### src/rtl/uart_rx.sv
`default_nettype none
// ============================================================================
//  Module      : uart_rx
//  Description : Oversampling UART receiver. Recovers start / 8 data (LSB
//                first) / optional parity / stop frames using a 3-sample
//                majority vote around the bit centre. Reports the received
//                byte with a one-cycle data_valid pulse. Parity and framing
//                errors are reported as one-cycle pulses.
//                Optional macro UART_RX_SYNC_EN inserts a 2-flop input
//                synchronizer in front of the FSM (+2 CLK latency).
//  Revision    : 1.0 - initial release
// ============================================================================
module uart_rx #(
    parameter int PRESCALE   = 8,
    parameter int DATA_WIDTH = 8
) (
    input  logic                  CLK,
    input  logic                  RST,
    input  logic                  RX_IN,
    input  logic                  PAR_EN,
    input  logic                  PAR_TYP,
    output logic [DATA_WIDTH-1:0] P_DATA,
    output logic                  data_valid,
    output logic                  par_err,
    output logic                  stp_err
);

    // ------------------------------------------------------------------
    // Constants
    // ------------------------------------------------------------------
    localparam int c_CNT_W = $clog2(PRESCALE);
    localparam int c_BIT_W = (DATA_WIDTH > 1) ? $clog2(DATA_WIDTH) : 1;

    // Three sample points straddle the bit centre; the vote is taken on the last
    localparam logic [c_CNT_W-1:0] c_SAMP_A   = c_CNT_W'(PRESCALE / 2 - 1);
    localparam logic [c_CNT_W-1:0] c_SAMP_B   = c_CNT_W'(PRESCALE / 2);
    localparam logic [c_CNT_W-1:0] c_SAMP_C   = c_CNT_W'(PRESCALE / 2 + 1);
    localparam logic [c_CNT_W-1:0] c_CNT_LAST = c_CNT_W'(PRESCALE - 1);
    localparam logic [c_CNT_W-1:0] c_CNT_ONE  = c_CNT_W'(1);
    localparam logic [c_BIT_W-1:0] c_BIT_LAST = c_BIT_W'(DATA_WIDTH - 1);

    localparam logic [2:0] c_ST_IDLE   = 3'd0;
    localparam logic [2:0] c_ST_START  = 3'd1;
    localparam logic [2:0] c_ST_DATA   = 3'd2;
    localparam logic [2:0] c_ST_PARITY = 3'd3;
    localparam logic [2:0] c_ST_STOP   = 3'd4;

    // ------------------------------------------------------------------
    // Signals
    // ------------------------------------------------------------------
    logic                  w_rx;

    logic [2:0]            r_state;
    logic [2:0]            w_next_state;

    logic [c_CNT_W-1:0]    r_edge_cnt;
    logic [c_BIT_W-1:0]    r_bit_cnt;

    logic                  r_samp_a;
    logic                  r_samp_b;
    logic                  w_maj;
    logic                  w_at_decide;
    logic                  w_at_last;

    logic                  r_par_en;
    logic                  r_par_typ;
    logic                  r_par_mismatch;
    logic                  w_par_expected;
    logic [DATA_WIDTH-1:0] r_shift;

    logic                  w_latch_cfg;
    logic                  w_shift_en;
    logic                  w_bit_adv;
    logic                  w_par_check;
    logic                  w_stop_decide;

    logic [DATA_WIDTH-1:0] r_p_data;
    logic                  r_data_valid;
    logic                  r_par_err;
    logic                  r_stp_err;

    // ------------------------------------------------------------------
    // Serial input conditioning
    // ------------------------------------------------------------------
`ifdef UART_RX_SYNC_EN
    logic [1:0] r_sync;

    // Two-flop synchronizer; resets to the idle (high) line level
    always_ff @(posedge CLK or negedge RST) begin
        if (!RST) begin
            r_sync <= 2'b11;
        end else begin
            r_sync <= {r_sync[0], RX_IN};
        end
    end

    assign w_rx = r_sync[1];
`else
    assign w_rx = RX_IN;
`endif

    // ------------------------------------------------------------------
    // Sample-point decode and majority vote
    // ------------------------------------------------------------------
    assign w_at_decide = (r_edge_cnt == c_SAMP_C);
    assign w_at_last   = (r_edge_cnt == c_CNT_LAST);

    // Third sample is the live line value in the decision cycle
    assign w_maj = (r_samp_a & r_samp_b) | (r_samp_a & w_rx) | (r_samp_b & w_rx);

    // Expected parity bit: even parity makes the total ones count even
    assign w_par_expected = (^r_shift) ^ r_par_typ;

    // ------------------------------------------------------------------
    // FSM
    // ------------------------------------------------------------------

    // State register
    always_ff @(posedge CLK or negedge RST) begin
        if (!RST) begin
            r_state <= c_ST_IDLE;
        end else begin
            r_state <= w_next_state;
        end
    end

    // Next-state logic
    always_comb begin
        w_next_state = r_state;
        case (r_state)
            c_ST_IDLE: begin
                if (!w_rx) begin
                    w_next_state = c_ST_START;
                end
            end
            c_ST_START: begin
                // A high vote in the start bit is a line glitch, not a frame
                if (w_at_decide && w_maj) begin
                    w_next_state = c_ST_IDLE;
                end else if (w_at_last) begin
                    w_next_state = c_ST_DATA;
                end
            end
            c_ST_DATA: begin
                if (w_at_last && (r_bit_cnt == c_BIT_LAST)) begin
                    w_next_state = r_par_en ? c_ST_PARITY : c_ST_STOP;
                end
            end
            c_ST_PARITY: begin
                if (w_at_last) begin
                    w_next_state = c_ST_STOP;
                end
            end
            c_ST_STOP: begin
                // Leave mid-stop-bit so a following start edge is not missed
                if (w_at_decide) begin
                    w_next_state = c_ST_IDLE;
                end
            end
            default: begin
                w_next_state = c_ST_IDLE;
            end
        endcase
    end

    // Per-state datapath controls
    always_comb begin
        w_latch_cfg   = 1'b0;
        w_shift_en    = 1'b0;
        w_bit_adv     = 1'b0;
        w_par_check   = 1'b0;
        w_stop_decide = 1'b0;
        case (r_state)
            c_ST_START: begin
                w_latch_cfg = w_at_decide && !w_maj;
            end
            c_ST_DATA: begin
                w_shift_en = w_at_decide;
                w_bit_adv  = w_at_last;
            end
            c_ST_PARITY: begin
                w_par_check = w_at_decide;
            end
            c_ST_STOP: begin
                w_stop_decide = w_at_decide;
            end
            default: begin
            end
        endcase
    end

    // ------------------------------------------------------------------
    // Counters
    // ------------------------------------------------------------------

    // Oversample counter; the IDLE cycle that first sees the low line is
    // position 0 of the start bit, so START begins at position 1
    always_ff @(posedge CLK or negedge RST) begin
        if (!RST) begin
            r_edge_cnt <= '0;
        end else if (r_state == c_ST_IDLE) begin
            r_edge_cnt <= w_rx ? '0 : c_CNT_ONE;
        end else if ((w_next_state == c_ST_IDLE) || w_at_last) begin
            r_edge_cnt <= '0;
        end else begin
            r_edge_cnt <= r_edge_cnt + c_CNT_ONE;
        end
    end

    // Data bit index, advanced at the end of each data bit
    always_ff @(posedge CLK or negedge RST) begin
        if (!RST) begin
            r_bit_cnt <= '0;
        end else if (r_state != c_ST_DATA) begin
            r_bit_cnt <= '0;
        end else if (w_bit_adv) begin
            r_bit_cnt <= (r_bit_cnt == c_BIT_LAST) ? '0 : r_bit_cnt + c_BIT_W'(1);
        end
    end

    // ------------------------------------------------------------------
    // Datapath
    // ------------------------------------------------------------------

    // Capture the first two of the three majority samples
    always_ff @(posedge CLK or negedge RST) begin
        if (!RST) begin
            r_samp_a <= 1'b1;
            r_samp_b <= 1'b1;
        end else begin
            if (r_edge_cnt == c_SAMP_A) begin
                r_samp_a <= w_rx;
            end
            if (r_edge_cnt == c_SAMP_B) begin
                r_samp_b <= w_rx;
            end
        end
    end

    // Freeze the frame configuration once the start bit is confirmed
    always_ff @(posedge CLK or negedge RST) begin
        if (!RST) begin
            r_par_en  <= 1'b0;
            r_par_typ <= 1'b0;
        end else if (w_latch_cfg) begin
            r_par_en  <= PAR_EN;
            r_par_typ <= PAR_TYP;
        end
    end

    // Right shift: LSB arrives first and ends up in bit 0
    always_ff @(posedge CLK or negedge RST) begin
        if (!RST) begin
            r_shift <= '0;
        end else if (w_shift_en) begin
            r_shift <= {w_maj, r_shift[DATA_WIDTH-1:1]};
        end
    end

    // Parity mismatch flag; cleared per frame so parity-less frames never flag
    always_ff @(posedge CLK or negedge RST) begin
        if (!RST) begin
            r_par_mismatch <= 1'b0;
        end else if (w_latch_cfg) begin
            r_par_mismatch <= 1'b0;
        end else if (w_par_check) begin
            r_par_mismatch <= (w_maj != w_par_expected);
        end
    end

    // Registered result pulses, produced from the stop-bit decision
    always_ff @(posedge CLK or negedge RST) begin
        if (!RST) begin
            r_p_data     <= '0;
            r_data_valid <= 1'b0;
            r_par_err    <= 1'b0;
            r_stp_err    <= 1'b0;
        end else begin
            r_data_valid <= 1'b0;
            r_par_err    <= 1'b0;
            r_stp_err    <= 1'b0;
            if (w_stop_decide) begin
                r_stp_err <= !w_maj;
                r_par_err <= r_par_mismatch;
                if (w_maj && !r_par_mismatch) begin
                    r_data_valid <= 1'b1;
                    r_p_data     <= r_shift;
                end
            end
        end
    end

    assign P_DATA     = r_p_data;
    assign data_valid = r_data_valid;
    assign par_err    = r_par_err;
    assign stp_err    = r_stp_err;

endmodule
`default_nettype wire

### config.mk
export PLATFORM = sky130hd
export DESIGN_NAME = uart_rx
export DESIGN_NICKNAME = d
export VERILOG_FILES = /design/src/rtl/uart_rx.sv
export SDC_FILE = /design/constraint.sdc
export NUM_CORES = 1
export LEC_CHECK = 0
export BUFFER_PORTS_ARGS = -buffer_cell sky130_fd_sc_hd__buf_2
export CELL_PAD_IN_SITES_DETAIL_PLACEMENT = 1
export CELL_PAD_IN_SITES_GLOBAL_PLACEMENT = 1
export CORE_UTILIZATION = 50
export DETAILED_ROUTE_END_ITERATION = 8
export GPL_TIMING_DRIVEN = 0
export PLACE_DENSITY = 0.91
export SYNTH_ARGS = -nofsm -noshare
export SYNTH_HDL_FRONTEND = slang
export SYNTH_SLANG_ARGS = --single-unit
### constraint.sdc
create_clock -name CLK -period 4.25 [get_ports CLK]
set_clock_uncertainty 0.1 [all_clocks]
set_input_delay 1.275 -clock CLK [delete_from_list [all_inputs] [get_ports CLK]]
set_output_delay 1.275 -clock CLK [all_outputs]
set_load 0.02 [all_outputs]
Yosys cells after proc, flatten, opt, wreduce, memory -nomap -nowiden
Cells that the tools add are included.
- word-level logic and storage cells: 70
- register bits after elaboration: 33
- input port bits: 5
- mux-type cells: 25
- equality and inequality tests: 11
- $add $sub $neg: 2
- bitwise gates (word level): 6
- reduce and logical (&&, ||, !) cells: 13
- operators by type and width (operator ; count):
    $mux W3 ; 12
    $eq A3 B3 Y1 const B ; 5
    $pmux W3 S5 ; 1
    $mux W1 ; 12
    $eq A3 B2 Y1 const B ; 3
    $reduce_xor A8 Y1 ; 1
    $add A3 B1 Y3 const B ; 2
    $logic_not A3 Y1 ; 2
    $logic_and A1 B1 Y1 ; 4
    $reduce_bool A2 Y1 ; 2
    $and A1 B1 Y1 ; 3
    $eq A3 B1 Y1 const B ; 1
    $ne A3 B2 Y1 const B ; 1
    $logic_not A1 Y1 ; 2
    $or A1 B1 Y1 ; 2
    $reduce_and A2 Y1 ; 1
    $logic_or A1 B1 Y1 ; 1
    $ne A1 B1 Y1 ; 1
    $xor A1 B1 Y1 ; 1

Depth between registers and ports, before layout
- depth in word-level cells: 10
- depth in mapped cells: 7
- gate-level depth less buffers: 6

Worst setup path after synthesis
OpenSTA, ideal clock, no wires.
- kind: input to register
- start point: input port RX_IN
- end point: register r_edge_cnt[0]
- data arrival time: 2397 ps
- path slack: 1679 ps
- data required time: 4076 ps
- setup time: 74 ps
- buffers on the path: 0
- cell stages on the path: 4
- path through: maj3_2 > nor4b_4 > or4_4 > o21ai_2
- longest elaborated chain between the ends: 10
- elaborated cells on any way between the ends: 13
- those cells by class: mux: 6; bitwise: 4; reduce/logical: 3
- ends and longest elaborated chain (item ; line ; RTL):
    start: declaration ; 19 ; input logic RX_IN,
    $and A1 B1 Y1 ; 109 ; assign w_maj = (r_samp_a & r_samp_b) | (r_samp_a & w_rx) | (r_samp_b & w_rx);
    $or A1 B1 Y1 (2 in series) ; 109 ;
    $logic_and A1 B1 Y1 ; 138 ; if (w_at_decide && w_maj) begin
    $mux W3 ; 138 ;
    $pmux W3 S5 ; 130 ; case (r_state)
    $logic_not A3 Y1 ; 203 ; end else if ((w_next_state == c_ST_IDLE) || w_at_last) begin
    $logic_or A1 B1 Y1 ; 203 ;
    $mux W3 ; 203 ;
    $mux W3 * ; 201 ; end else if (r_state == c_ST_IDLE) begin
    end signal: assignment ; 202 ; r_edge_cnt <= w_rx ? '0 : c_CNT_ONE;
    end signal: assignment ; 206 ; r_edge_cnt <= r_edge_cnt + c_CNT_ONE;
    end: declaration ; 56 ; logic [c_CNT_W-1:0] r_edge_cnt;
Every way passes the cells marked *; elsewhere a longest branch is shown, timed or not.
A chain may end at the register's enable or synchronous reset.

Final worst setup path
- start point: input port RX_IN
- end point: register r_par_typ
- longest elaborated chain between the ends: 6
- elaborated cells on any way between the ends: 7
- those cells by class: mux: 1; bitwise: 4; reduce/logical: 2
- ends and longest elaborated chain (item ; line ; RTL):
    $and A1 B1 Y1 ; 109 ;
    $or A1 B1 Y1 ; 109 ;
    $or A1 B1 Y1 * ; 109 ;
    $logic_not A1 Y1 * ; 175 ; w_latch_cfg = w_at_decide && !w_maj;
    $logic_and A1 B1 Y1 * ; 175 ;
    $mux W1 * ; 173 ; case (r_state)
    end signal: assignment ; 244 ; r_par_typ <= 1'b0;
    end signal: assignment ; 247 ; r_par_typ <= PAR_TYP;
    end: declaration ; 66 ; logic r_par_typ;
Marked as above.

==> impl_metrics.toml <==
[floorplan]
ios = 16
die_w_um = 57.46
die_h_um = 57.46
std_cell_rows = 19
start_util_pct = 54.36
core_area_um2 = 2829
die-area_um2 = 3301

[yosys]
syn_nets = 134
netlist_instances = 122
yosys-top-cells-area = "dfrtp_1, mux2_2, ha_1"
synthDistinctLibCells = 31
ys_ff_latch = 33
synth_top_area_share_pct = 50.45
ys.flop_type = "dfrtp_1"
synth_edf_count = 0
netlist_top_cells_count = "dfrtp_1, mux2_2, nor2_1"
synth_most_common_cell = "dfrtp_1"
yosysTopAreaCell = "dfrtp_1"
ys.warnings.count = 0
seq_area_frac_synth_pct = 53.86
syn_area_um2 = 1538
async_reset_ff_share_pct = 100.0
avgSynthCellArea_um2 = 12.60

[grt]
grt_pass1_wl_um = 4912
grt_usage_pct = 20.71
grt-ovfl-total = 0
grt_pass1_vias = 1044
antenna_found_initial = 0
grt_max_degree = 34

[route]
wl_met2_um = 1420
via_per_inst = 5.500
drtAntennaViolNets = 0
drcViolationCount = 1
post_drt_wl_per_cell_um = 15.68
met3WireLength_um = 100
drt_pass1_iterations = 5
drtIter0Drc = 22
wirelength_met1_um = 1188
vias = 968
wl_um = 2760
highest_layer = "met4"

[min_path]
hp-start = "P_DATA[1]$_DFFE_PN0P_"
holdPathStages = 1
hp-class = "reg -> reg"
min_to = "P_DATA[1]$_DFFE_PN0P_"

[cells_and_area]
fin_nets = 156
drive_gt1_share_pct = 34.48
final_area_um2 = 1707
post-route-util_pct = 60.33
multi_input_area_um2 = 675.6
area_growth_pct = 10.98
ff_latch_area_um2 = 828.3
antenna_cells = 0
fillers = 306

[timing]
fin_crit_ns = 2.489
whs_ns = 0.4120
fmax_ghz = 0.4018
timing.final.max_slew_violations = 0
min_period_over_period_pct = 58.57
rsz0062_at_grt = "no"
hold_viol_final = 0
tns_ns = 0
setup_viol = 0
relSlewSlack_pct = 51.78
tightest_slew_ns = 0.7233

[clock_network]
hold_buffers = 0
cts.sinks = 33
htree_levels = 2
cts_resized = 0
post_cts_buffers = 0
cts.reportedPaths.clkPinSlew_ns = 0.10
cts_buffer_depth = 2
cts-root-buf = "clkbuf_4"
numCtsBuffers = 5
clk_latency_ns = 0.34
cts_tree = "built"

[power]
clkPwrFrac_pct = 31.7
p_comb_share_pct = 7.4
p_seq_share_pct = 60.9
switching_share_pct = 24.51
p_sw_uw = 131.9
p_leak_uw = 0.0008406
p_per_area_nw_per_um2 = 315.2
peakVddDrop_uv = 162.4
internal_power_uw = 406.1

[place]
gp_congestion = 0.7904
place_hpwl_um = 2115
io_buffers = 15
placed_area_um2 = 1652

[critical_path]
r2r_cells = 5
cp.arrival_ns = 2.61
critPathMaxFanout = 7
reg2reg_from = "r_state[0]$_DFF_PN0_"
cp_cell_sequence = "buf_2 > maj3_2 > nor3_1 > mux2_2"
start_kind = "input port"
required_ns = 4.37
r2r_slack_ns = 2.24
crit_slowest_cell = "nor3_1"
cp_slowest_stage_delay_ns = 0.44
r2r-end = "P_DATA[2]$_DFFE_PN0P_"
critPathCaptureType = "flop"
criticalPathCategory = "in -> reg"

[outcome]
violations = "DRC"
outcome = "complete, but fails checks"

[flow_run]
cap_violations = 0
[metal layers]
| layer | vias up | global-route usage, % |
|---|---|---|
| li1 | 467 | - |
| met1 | 479 | 23.74 |
| met2 | 16 | 35.55 |
| met3 | 6 | 6.803 |
| met4 | 0 | 8.362 |
| met5 | - | 0 |
[area by class of cell]
cell class,count,share of cell area [%]
multi-input combinational,80,39.59
timing repair buffer,15,4.399
tap,31,2.273
sequential,33,48.53
inverter,7,1.540
clock inverter,3,1.026
clock buffer,5,2.199
buffer,2,0.4399
[critical path: cells and delay by family]
| family | cells | cell delay, ns |
|---|---|---|
| and+or+nand+nor | 1 | 0.44 |
| muxes | 1 | 0.39 |
| buffers and inverters | 1 | 0.13 |
| adders and majority gates | 1 | 0.38 |
[sequential cells by signal, summed over array words and instances, names as in the netlist, 3 cells and up]
| signal | count |
|---|---|
| r_state | 3 |
| r_bit_cnt | 3 |
| P_DATA | 8 |
| r_edge_cnt | 3 |
| r_shift | 8 |
[placed cells by master (no fill, tap or decap)]
cell | Yosys | final
a22o_1 | 1 | 1
a21boi_0 | 1 | 1
xor2_1 | 1 | 1
nand4_1 | 2 | 2
clkbuf_4 | 0 | 5
nor3_1 | 4 | 4
nand2_1 | 5 | 5
dfrtp_1 | 31 | 31
mux2_2 | 20 | 20
clkinvlp_4 | 0 | 1
nor2b_1 | 1 | 1
mux2i_1 | 2 | 2
xnor2_1 | 6 | 6
and2b_1 | 1 | 1
inv_1 | 7 | 7
nand3_1 | 2 | 2
nor2_1 | 10 | 10
or4_4 | 1 | 1
xnor3_1 | 1 | 1
ha_1 | 7 | 7
a21o_1 | 1 | 1
nor4b_4 | 1 | 1
a21oi_1 | 1 | 1
o22ai_1 | 2 | 2
a31oi_1 | 2 | 2
o21ai_0 | 1 | 1
dfstp_2 | 2 | 2
clkinv_2 | 0 | 2
nor2_2 | 1 | 1
nand2b_1 | 3 | 3
maj3_2 | 1 | 1
clkbuf_1 | 2 | 2
buf_2 | 0 | 15
nand3b_1 | 1 | 1
o21ai_2 | 1 | 1
[through the flow]
| stage | power [uW] | setup slack [ns] | instances |
|---|---|---|---|
| after floorplan | 359.9 | 1.679 | 122 |
| after global placement | 371.3 | 1.423 | 168 |
| after detailed placement | 374.5 | 1.409 | 168 |
| after global routing | 567.0 | 1.751 | 176 |
| after CTS | 550.0 | 1.791 | 176 |
| final | 537.9 | 1.761 | 176 |
[cell families (layout without fill, tap and decap cells)]
logic type,Yosys count,after routing,synth area share (%)
xor gates and xnor gates,8,8,5.452
AOI/OAI and AO/OA,10,10,4.394
and+or+nand+nor,32,32,11.72
DFF,33,33,53.86
buffers and inverters,9,32,2.197
adders and majority gates,8,8,6.428
muxes,22,22,15.95
[power by group through the flow]
stage               Combinational [uW]  Sequential, uW  Clock, uW
detailed placement                40.8             334          0
finish                            39.8             327        171
global placement                  38.7             333          0
global route                      43.8             329        194
CTS                               41.0             328        181
floorplan                         28.3             332          0
[how the worst max path moves through the flow]
stage          start                      end  depth (start not counted)  slack (ns)
6_report       RX_IN    r_par_typ$_DFFE_PN0P_                          4        1.76
5_1_grt        RX_IN    r_par_typ$_DFFE_PN0P_                          4        1.75
4_1_cts        RX_IN    r_par_typ$_DFFE_PN0P_                          4        1.79
3_5_place_dp   RX_IN    r_par_typ$_DFFE_PN0P_                          4        1.41
3_3_place_gp   RX_IN    r_par_typ$_DFFE_PN0P_                          4        1.42
2_1_floorplan  RX_IN  r_edge_cnt[0]$_DFF_PN0_                          4        1.68
(Power assumes the default switching activity.)
